===== src/rtl/output_acc.sv =====
// output_acc -- write-back collector at the output side of the systolic array.
//
// Captures one vector of OUTPUT_ACC_DEPTH signed 16-bit results, optionally
// accumulating element-wise over several passes, then drains it one word
// per cycle into the input accumulator's nn write port, throttled by ready.
//
// Optional feature macro: OUTPUT_ACC_SAT_EN
//   defined   : accumulate sums saturate to [-32768, 32767]
//   undefined : accumulate sums wrap (low 16 bits, two's complement)
//
// Ports:
//   clk                          clock, rising edge
//   rst                          async reset, active low
//   output_acc_valid_data_in     write strobe
//   output_acc_data_in           signed write value
//   output_acc_accum_in          1 = add to stored entry, 0 = overwrite
//   output_acc_drain_in          drain request (honoured only when FULL)
//   output_acc_nn_ready_in       downstream accepts a word this cycle
//   output_acc_valid_data_nn_out drained word valid
//   output_acc_data_nn_out       drained word
//   output_acc_full_out          complete vector held and drainable
//   output_acc_done_out          pulse with the last drained word
//   output_acc_overflow_out      pulse when a write is dropped
module output_acc #(
  parameter int OUTPUT_ACC_DEPTH = 4
) (
  input  logic               clk,
  input  logic               rst,
  input  logic               output_acc_valid_data_in,
  input  logic signed [15:0] output_acc_data_in,
  input  logic               output_acc_accum_in,
  input  logic               output_acc_drain_in,
  input  logic               output_acc_nn_ready_in,
  output logic               output_acc_valid_data_nn_out,
  output logic signed [15:0] output_acc_data_nn_out,
  output logic               output_acc_full_out,
  output logic               output_acc_done_out,
  output logic               output_acc_overflow_out
);

  localparam int AW = (OUTPUT_ACC_DEPTH > 1) ? $clog2(OUTPUT_ACC_DEPTH) : 1;
  localparam logic [AW-1:0] LAST = AW'(OUTPUT_ACC_DEPTH - 1);

  typedef enum logic [1:0] {IDLE, FILL, FULL, DRAIN} state_t;

  state_t state, state_nxt;

  logic signed [15:0] mem [OUTPUT_ACC_DEPTH];
  logic [AW-1:0]      wr_idx, rd_idx;
  logic               mem_vld;

  logic               wr_en, drop, drain_go, rd_fire;
  logic               pass_done, rd_last;
  logic signed [16:0] sum17;
  logic signed [15:0] sum16, wr_val;

  // ---------------------------------------------------------------------
  // Next-state / control decode
  // ---------------------------------------------------------------------
  always_comb begin
    state_nxt = state;
    wr_en     = 1'b0;
    drop      = 1'b0;
    drain_go  = 1'b0;
    rd_fire   = 1'b0;
    case (state)
      IDLE, FILL: begin
        if (output_acc_valid_data_in) begin
          wr_en     = 1'b1;
          state_nxt = (wr_idx == LAST) ? FULL : FILL;
        end
      end
      FULL: begin
        // A drain request beats a same-edge write; the write is dropped.
        if (output_acc_drain_in) begin
          drain_go  = 1'b1;
          drop      = output_acc_valid_data_in;
          state_nxt = DRAIN;
        end else if (output_acc_valid_data_in) begin
          wr_en     = 1'b1;
          state_nxt = (wr_idx == LAST) ? FULL : FILL;
        end
      end
      DRAIN: begin
        drop = output_acc_valid_data_in;
        if (output_acc_nn_ready_in) begin
          rd_fire = 1'b1;
          if (rd_idx == LAST) state_nxt = IDLE;
        end
      end
      default: state_nxt = IDLE;
    endcase
  end

  assign pass_done = wr_en && (wr_idx == LAST);
  assign rd_last   = rd_fire && (rd_idx == LAST);

  // ---------------------------------------------------------------------
  // Write datapath: 17-bit sum so the overflow is visible before reduction
  // ---------------------------------------------------------------------
  assign sum17 = {mem[wr_idx][15], mem[wr_idx]} +
                 {output_acc_data_in[15], output_acc_data_in};

`ifdef OUTPUT_ACC_SAT_EN
  // Top two bits disagree only when the true sum left the 16-bit range.
  always_comb begin
    sum16 = sum17[15:0];
    if (sum17[16] != sum17[15])
      sum16 = sum17[16] ? 16'sh8000 : 16'sh7fff;
  end
`else
  assign sum16 = sum17[15:0];
`endif

  // Without a completed vector there is nothing meaningful to add to.
  assign wr_val = (output_acc_accum_in && mem_vld) ? sum16 : output_acc_data_in;

  // Storage is intentionally not reset; mem_vld guards its contents.
  always_ff @(posedge clk) begin
    if (wr_en) mem[wr_idx] <= wr_val;
  end

  // ---------------------------------------------------------------------
  // State, indices and registered outputs
  // ---------------------------------------------------------------------
  always_ff @(posedge clk or negedge rst) begin
    if (!rst) begin
      state                        <= IDLE;
      wr_idx                       <= '0;
      rd_idx                       <= '0;
      mem_vld                      <= 1'b0;
      output_acc_valid_data_nn_out <= 1'b0;
      output_acc_data_nn_out       <= '0;
      output_acc_done_out          <= 1'b0;
      output_acc_overflow_out      <= 1'b0;
    end else begin
      state <= state_nxt;
      if (wr_en)     wr_idx  <= wr_idx + 1'b1;
      if (pass_done) mem_vld <= 1'b1;
      if (drain_go)  rd_idx  <= '0;
      else if (rd_fire) rd_idx <= rd_idx + 1'b1;
      if (rd_last)   mem_vld <= 1'b0;
      output_acc_valid_data_nn_out <= rd_fire;
      if (rd_fire) output_acc_data_nn_out <= mem[rd_idx];
      output_acc_done_out     <= rd_last;
      output_acc_overflow_out <= drop;
    end
  end

  assign output_acc_full_out = (state == FULL);

endmodule


===== config.mk =====
export PLATFORM = sky130hd
export DESIGN_NAME = output_acc
export DESIGN_NICKNAME = d
export VERILOG_FILES = /design/src/rtl/output_acc.sv
export SDC_FILE = /design/constraint.sdc
export NUM_CORES = 1
export LEC_CHECK = 0
export CELL_PAD_IN_SITES_DETAIL_PLACEMENT = 0
export CELL_PAD_IN_SITES_GLOBAL_PLACEMENT = 2
export CORE_MARGIN = 1
export CORE_UTILIZATION = 44
export DETAILED_ROUTE_END_ITERATION = 8
export PLACE_DENSITY_LB_ADDON = 0.1
export SYNTH_ARGS = -nofsm -noshare
export SYNTH_HDL_FRONTEND = slang
export SYNTH_SLANG_ARGS = --single-unit

===== constraint.sdc =====
create_clock -name clk -period 7.8 [get_ports clk]
set_input_delay 1.56 -clock clk [delete_from_list [all_inputs] [get_ports clk]]
set_output_delay 1.56 -clock clk [all_outputs]
set_load 0.005 [all_outputs]

Word-level counts from Yosys, hierarchy flattened
Memory sizes are Yosys's and may differ from the RTL's. A register that Yosys moved wholly into a read port is not among the register bits.
Cells that the tools add are included.

storage, ports and cells
  RAM bits = 64
  register bits after elaboration = 10
  input bits = 22
  memories = 1
  output and inout bits = 20
  logic and storage cells = 49

memory list
  memory  words  width  read ports  clocked after Yosys merged registers in  write ports  RTL line  RTL
  mem     4      16     2           1                                        1            48        logic signed [15:0] mem [OUTPUT_ACC_DEPTH];

cells by class
  $add $sub $neg = 3
  muxes and demuxes = 22
  reduce and logical (&&, ||, !) cells = 9
  equal/unequal tests = 7

operators by type and width
  operator                                        count
  adder 16 bit                                    1
  two-way mux 16 bit                              1
  two-way mux 2 bit                               7
  two-way mux 1 bit                               11
  == test 2 bit (second input constant)           4
  one-hot mux 2 bit (3 select lines)              1
  adder 2 x 1 -> 2 bit (second input constant)    2
  != test 2 bit (second input constant)           2
  one-hot mux 1 bit (2 select lines)              2
  nonzero test 2 bit                              2
  logical AND 1 bit                               3
  == test 2 x 1 -> 1 bit (second input constant)  1
  zero test 2 bit                                 1
  AND reduction 2 bit                             1
  OR reduction 2 bit                              1
  zero test 1 bit                                 1

Logic depth before layout (Yosys ltp)
Gate-level depths: netlist of run 1.

  depth in word-level cells = 6
  depth in mapped cells = 11
  gate-level depth less buffers = 10

Worst setup path before layout of run 1
Ideal clock, no wire load.

  path type = input -> register
  start = input port output_acc_data_in[0]
  end = memory mem[0][12] (data pin)
  buffers on the path = 0
  data arrival time = 3.311 ns
  setup time = 0.201 ns
  setup slack = 4.288 ns
  cell stages on the path = 9
  required time = 7.599 ns
  path through = ha_1 -> inv_1 -> fa_1 -> nor2b_1 -> o2111ai_1 -> a2111oi_0 -> nor3_1 -> xor2_1 -> o21ai_0

on the way
  cells in the longest elaborated chain, start to end = 2

RTL lines
  what                RTL line  RTL
  from (decl)         30        input logic signed [15:0] output_acc_data_in,
  adder 16 bit        101       assign sum17 = {mem[wr_idx][15], mem[wr_idx]} +
  two-way mux 16 bit  116       assign wr_val = (output_acc_accum_in && mem_vld) ? sum16 : output_acc_data_in;
  via wr_val[12]      55        logic signed [15:0] sum16, wr_val;
  to (decl)           48

The timed path passes the listed nets, and every way through them passes these cells.

Final worst setup path of run 1
  start = input port output_acc_data_in[0]
  end = memory mem[3][8] (data pin)

Same word-level chain as after synthesis.

==> qor.yml, run 1 <==
reg2reg_to: "mem[3][8]"
finalHoldViolCount: 0
grt_max_degree: 33
diodes: 0
crit_fanout: 4
r2r_cells: 10
grt_pass1_wl_mm: 16.59
critical_path.slowest_cell: "clkdlybuf4s50_1"
max_cap_viol_count: 0
antenna_found_initial: 0
p_per_area_nw_per_um2: 385.1
grt_use_total_pct: 20.39
setup_viol: 0
status: "finished, final reports clean"
crit_buf_inv: 2
die_h_microns: 105.0
path_clk_slew_ps: 90
yosysSeqAreaShare_pct: 55.08
ys_warn_count: 0
hold_class: "flop to flop"
min_from: "output_acc_data_nn_out[4]"
arrival_ps: 4100
viasPerCell: 5.498
post_cts_resized: 0
fin_crit_ps: 3968
netlist_area_sq_um: 4671
dr.pass1.iters: 4
h-tree-depth: 3
syn_area_per_cell_sq_um: 13.38
vias: 2914
pin_count: 42
rrSetupSlack_ps: 4160
die_area_sq_um: 11030
start_kind: "input pin"
ys_ff_latch: 90
fin_nets: 432
syn_nets: 392
path_class: "input pin to flop"
start_util_pct: 45.24
max_freq_mhz: 252.0
drcViolationCount: 0
clock_sinks: 90
crit_family: "compound AO/OA/AOI/OAI gates"
areaGrowthSynthToFinish_pct: 14.63
grt_overflow_total: 0
die_x_microns: 105.0
clk-insertion-delay-late_ps: 360
drt-wirelength-per-cell_microns: 19.10
r2r-start: "wr_idx[1]"
placementRows: 37
globalplace.congestion: 0.7608
synth_edf_count: 64
cp-end-kind: "flop"
ir_drop_v: 0.0001365
routed_wl_mm: 10.12
timing.setup.tns_ps: 0
relSlewSlack_pct: 31.19
cts-root-buf: "clkbuf_8"
worst_pin_slew_ps: 1032
worst_ep_required_time_ps: 7930
synth_cell_type_count: 49
maxSlewViolCount: 0
design_area_sq_um: 5354
post_cts_buffers: 0
grt_setup_unrepaired: "no"
cts_tree: "yes"
drt_iter0_markers: 151
synthArstFlopShare_pct: 28.89
crit_chain: "clkdlybuf4s50_1, ha_1, inv_1, fa_1, nor2b_1, o2111ai_1, a21oi_1, a21boi_0, xor2_1, o21ai_0"
numCtsBuffers: 9
postRouteAntennaNets: 0
slowest_delay_ps: 480
syn_inst: 349
p_leak_nw: 2.031
fin_skew_ps: 17.40
place_area_sq_um: 5185
clock_path_buffers: 2
drive_gt1_share_pct: 14.47
first_global_vias: 3087
placeableCoreArea_sq_um: 10320
cts_hold_buf: 0
holdPathEnd: "output_acc_data_nn_out[4]"
dp_hpwl_mm: 6.691
finalCritPeriodShare_pct: 50.87
synth_ff_type: "edfxtp_1"
min_path_cells: 2
portBuffers: 41
logic make-up after synthesis:
group / Yosys count / synth area share (%)
AND/OR/NAND/NOR: 104 / 9.724
flip-flops: 90 / 55.08
AO/OA/AOI/OAI: 59 / 8.010
multiplexers: 33 / 15.75
buffers and inverters: 28 / 3.027
adder cells (fa/ha/maj): 21 / 5.786
XOR/XNOR: 14 / 2.625
worst reg2reg max path, cell delays in order, from the launching register on:
cell	delay, ps
dfrtp_1	990
mux4_2	370
ha_1	190
inv_1	60
fa_1	390
nor2b_1	160
o2111ai_1	180
a21oi_1	400
a21boi_0	190
xor2_1	160
o21ai_0	320
sequential cells by signal (all words and copies together), names as in the netlist:
| name | flops |
|---|---|
| mem | 64 |
| mem_vld | 1 |
| output_acc_data_nn_out | 16 |
| output_acc_done_out | 1 |
| output_acc_overflow_out | 1 |
| output_acc_valid_data_nn_out | 1 |
| rd_idx | 2 |
| state | 2 |
| wr_idx | 2 |
worst max-delay path by stage:
stage	startpoint	end	slack, ps	depth (start not counted)
after floorplan	output_acc_data_in[0]	mem[0][12]	4290	9
after global placement	output_acc_data_in[0]	mem[0][10]	3500	10
after detailed placement	output_acc_data_in[0]	mem[2][10]	3480	10
after CTS	output_acc_data_in[0]	mem[3][8]	3850	10
after global routing	output_acc_data_in[0]	mem[3][8]	3560	10
final	output_acc_data_in[0]	mem[3][8]	3830	10
layout by cell type, fill, tap and decap left out, types with 2 or more instances in the layout:
cell and count:
a31oi_1 2, nor2b_1 3, a21o_1 2, buf_4 4, a21o_2 2, and3_1 6
clkdlybuf4s50_1 41, mux4_2 31, nand4_1 2, nor2_1 5, o21ai_0 20, inv_1 12
nand2_1 75, xnor2_1 7, o21ai_1 2, nor3_1 3, edfxtp_1 64, clkbuf_8 9
ha_1 20, dfrtp_1 26, clkinvlp_4 2, o2111ai_1 2, o31ai_1 3, xor2_1 7
and2_1 4, a21oi_1 14
cell type report:
type                    count  area (sq um)
fillers                   878          4970
clock inverters             6         41.29
clock buffers              10         127.6
repair buffers             45         440.4
inverters                  12         45.04
multi-input cells         231          1957
flip-flops and latches     90          2572
well taps                 136         170.2
through the flow:
step	worst slack [ps]	hold slack (ps)	power (mW)	util, %	instances
2_1_floorplan	4288	466.1	1.497	-	349
3_3_place_gp	3497	457.5	1.786	50.22	514
3_5_place_dp	3477	461.8	1.797	50.22	514
4_1_cts	3853	482.4	2.084	51.86	530
5_1_grt	3557	499.5	2.226	51.86	530
6_report	3832	475.1	2.062	51.86	530
per-layer routing:
metal | global-route usage [%] | part of all wire [%] | up-vias
met3 | 3.119 | 3.2 | 10
met2 | 33.87 | 49 | 52
met1 | 27.45 | 46 | 1468
li1 | - | - | 1384
met4 | 6.942 | 1.2 | 0
met5 | 0 | 0 | -
synth_stat cells (all sizes together), types with 5 or more instances:
cell | n | area, sq um
mux4 | 32 | 724.4
edfxtp | 64 | 1922
nand2 | 75 | 281.5
a21oi | 15 | 78.83
clkbuf | 9 | 53.81
xnor2 | 7 | 61.31
and3 | 6 | 37.54
nor2 | 5 | 18.77
ha | 20 | 250.2
dfrtp | 26 | 650.6
o21ai | 23 | 118.9
inv | 12 | 45.04
xor2 | 7 | 61.31
buf | 7 | 42.54
power breakdown:
part / internal (mW) / leakage (nW) / switching (mW)
registers: 0.679 / 0.900 / 0.0893
clock network: 0.116 / 0.0803 / 0.167
logic: 0.486 / 1.05 / 0.524
total: 1.28 / 2.03 / 0.781
No activity file was read; power rests on OpenSTA's default activity.
==> run 2, diff against run 1 <==
Settings changed: CORE_UTILIZATION 44 to 41.
Clock period 7.8 ns to 3.7 ns, I/O delays scaled along.
==> run 2 against run 1 <==
Net effect:
- first-iteration DRC count increased by 2.6%
- sequential share of layout area decreased by 2.4 points
- largest cell class unchanged
- routed wire length decreased by 0.33%
- design area increased by 5.2%
- worst hold slack got worse by 3.5 ps
==> qor.yml, run 2 (synthesized netlist as in run 1, its figures left out) <==
status: "finished, final reports clean"
viasPerCell: 5.460
first_global_vias: 2937
start_util_pct: 42.53
cts-root-buf: "clkbuf_16"
die_x_microns: 108.7
clock_sinks: 90
start_kind: "flop"
slowest_delay_ps: 570
arrival_ps: 3500
diodes: 0
drive_gt1_share_pct: 17.24
comb_power_share_pct: 46.9
p_switching_mw: 1.716
drcViolationCount: 0
cpMostUsedCell: "o21ai_0"
reg2reg_to: "mem[2][13]"
cp-end-kind: "flop"
numCtsBuffers: 9
areaGrowthSynthToFinish_pct: 20.55
dp_hpwl_mm: 7.387
critical_path.slowest_cell: "mux4_2"
pin_count: 42
crit_buf_inv: 1
routed_wl_mm: 10.09
globalplace.congestion: 0.7943
p_per_area_nw_per_um2: 867.8
relSlewSlack_pct: 42.50
drt-wirelength-per-cell_microns: 18.48
worst_ep_required_time_ps: 3750
post_cts_buffers: 0
placementRows: 38
vias: 2981
grt_max_degree: 27
dr.pass1.iters: 5
setup_viol: 0
power_frac_seq_pct: 32.7
nFillCells: 981
swShare_pct: 35.13
postRouteAntennaNets: 0
antenna_found_initial: 0
die_area_sq_um: 11820
fin_util_pct: 51.26
r2r_cells: 9
max_freq_mhz: 290.0
placeableCoreArea_sq_um: 10980
grt_overflow_total: 0
r2r-start: "wr_idx[0]"
worst_pin_slew_ps: 862.5
finalHoldViolCount: 0
crit_fanout: 8
post_cts_resized: 0
final_common_cell: "nand2_1"
cts_tree: "yes"
rrSetupSlack_ps: 250
portBuffers: 41
grt_setup_unrepaired: "no"
min_from: "output_acc_data_nn_out[2]"
p_int_mw: 3.170
fin_crit_ps: 3449
path_class: "flop to flop"
maxSlewViolCount: 0
drt_iter0_markers: 155
p_leak_nw: 2.181
clock_power_share_pct: 20.5
hold_class: "flop to flop"
top_regs: "mem x64, output_acc_data_nn_out x16"
cts_hold_buf: 0
clk-insertion-delay-late_ps: 330
grt_use_total_pct: 18.85
min_path_cells: 2
layout_common_cells: "75 x nand2_1, 64 x edfxtp_1, 41 x clkdlybuf4s50_1"
regMostFlops: "mem"
crit_chain: "buf_4, mux4_2, ha_1, a21oi_1, o21ai_0, a31oi_1, o211ai_1, xnor2_1, o21ai_0"
clock_path_buffers: 2
ir_drop_v: 0.0003478
fin_nets: 444
max_cap_viol_count: 0
crit_family: "compound AO/OA/AOI/OAI gates"
h-tree-depth: 3
finalCritPeriodShare_pct: 93.21
die_h_microns: 108.7
largest_reg_flops: 64
fin_skew_ps: 4.205
holdPathEnd: "output_acc_data_nn_out[2]"
path_clk_slew_ps: 60
grt_pass1_wl_mm: 16.00
timing.setup.tns_ps: 0
==> run 2: cell count changes in the layout (fill, tap and decap cells not counted) <==
| cell | before | now |
|---|---|---|
| clkinv_4 | 1 | 0 |
| clkinv_2 | 1 | 2 |
| buf_4 | 4 | 15 |
| clkbuf_1 | 1 | 0 |
| clkbuf_16 | 0 | 10 |
| buf_12 | 0 | 1 |
| clkinvlp_4 | 2 | 0 |
| inv_6 | 1 | 0 |
| clkbuf_8 | 9 | 1 |
| bufinv_16 | 0 | 2 |
==> run 2: cell type report <==
class	instances	area, sq um	area share, %
clock inverter	5	73.82	1.311
timing repair buffer	57	543.0	9.644
clock buffer	11	264.0	4.689
sequential	90	2572	45.69
multi-input combinational	231	1957	34.76
inverter	12	45.04	0.8000
tap	140	175.2	3.111
==> run 2: per-stage QoR <==
stage                     cells  instance area (sq um)  hold slack (ps)  setup slack (ps)  total power [mW]
after floorplan             349                   4671            444.4             591.6             3.155
after global placement      530                   5293            456.5             261.5             3.876
after detailed placement    530                   5293            465.4             130.4             3.922
after CTS                   546                   5630            480.9             271.8             4.933
after global routing        546                   5630            494.1             114.6             5.225
final                       546                   5630            471.7             251.3             4.886
==> run 2: per-layer routing <==
layer / wire length, microns / track usage, %
met1: 4944 / 27.82
met2: 4550 / 28.21
met3: 455 / 2.869
met4: 137 / 6.950
met5: 0 / 0
==> run 2: power by group through the flow <==
stage / sequential, mW / combinational, mW / clock (mW)
after floorplan: 1.55 / 1.60 / 0
after global placement: 1.60 / 2.27 / 0
after detailed placement: 1.62 / 2.30 / 0
after CTS: 1.60 / 2.31 / 1.02
after global routing: 1.63 / 2.54 / 1.06
final: 1.60 / 2.29 / 1.00
==> run 2: how the worst max path moves through the flow <==
stage                               start          to  slack [ps]  cells past startpoint
CTS                             wr_idx[0]  mem[2][13]         270                      9
global route                    wr_idx[0]  mem[2][13]         110                      9
floorplan                       wr_idx[0]  mem[0][14]         590                     11
finish                          wr_idx[0]  mem[2][13]         250                      9
global placement    output_acc_data_in[0]  mem[0][12]         260                     10
detailed placement  output_acc_data_in[0]  mem[0][12]         130                     10
==> run 2: tightest hold or removal path: stages, from the launching register on <==
cell,delay [ps]
dfrtp_1,340
nand2_1,50
nand2_1,50
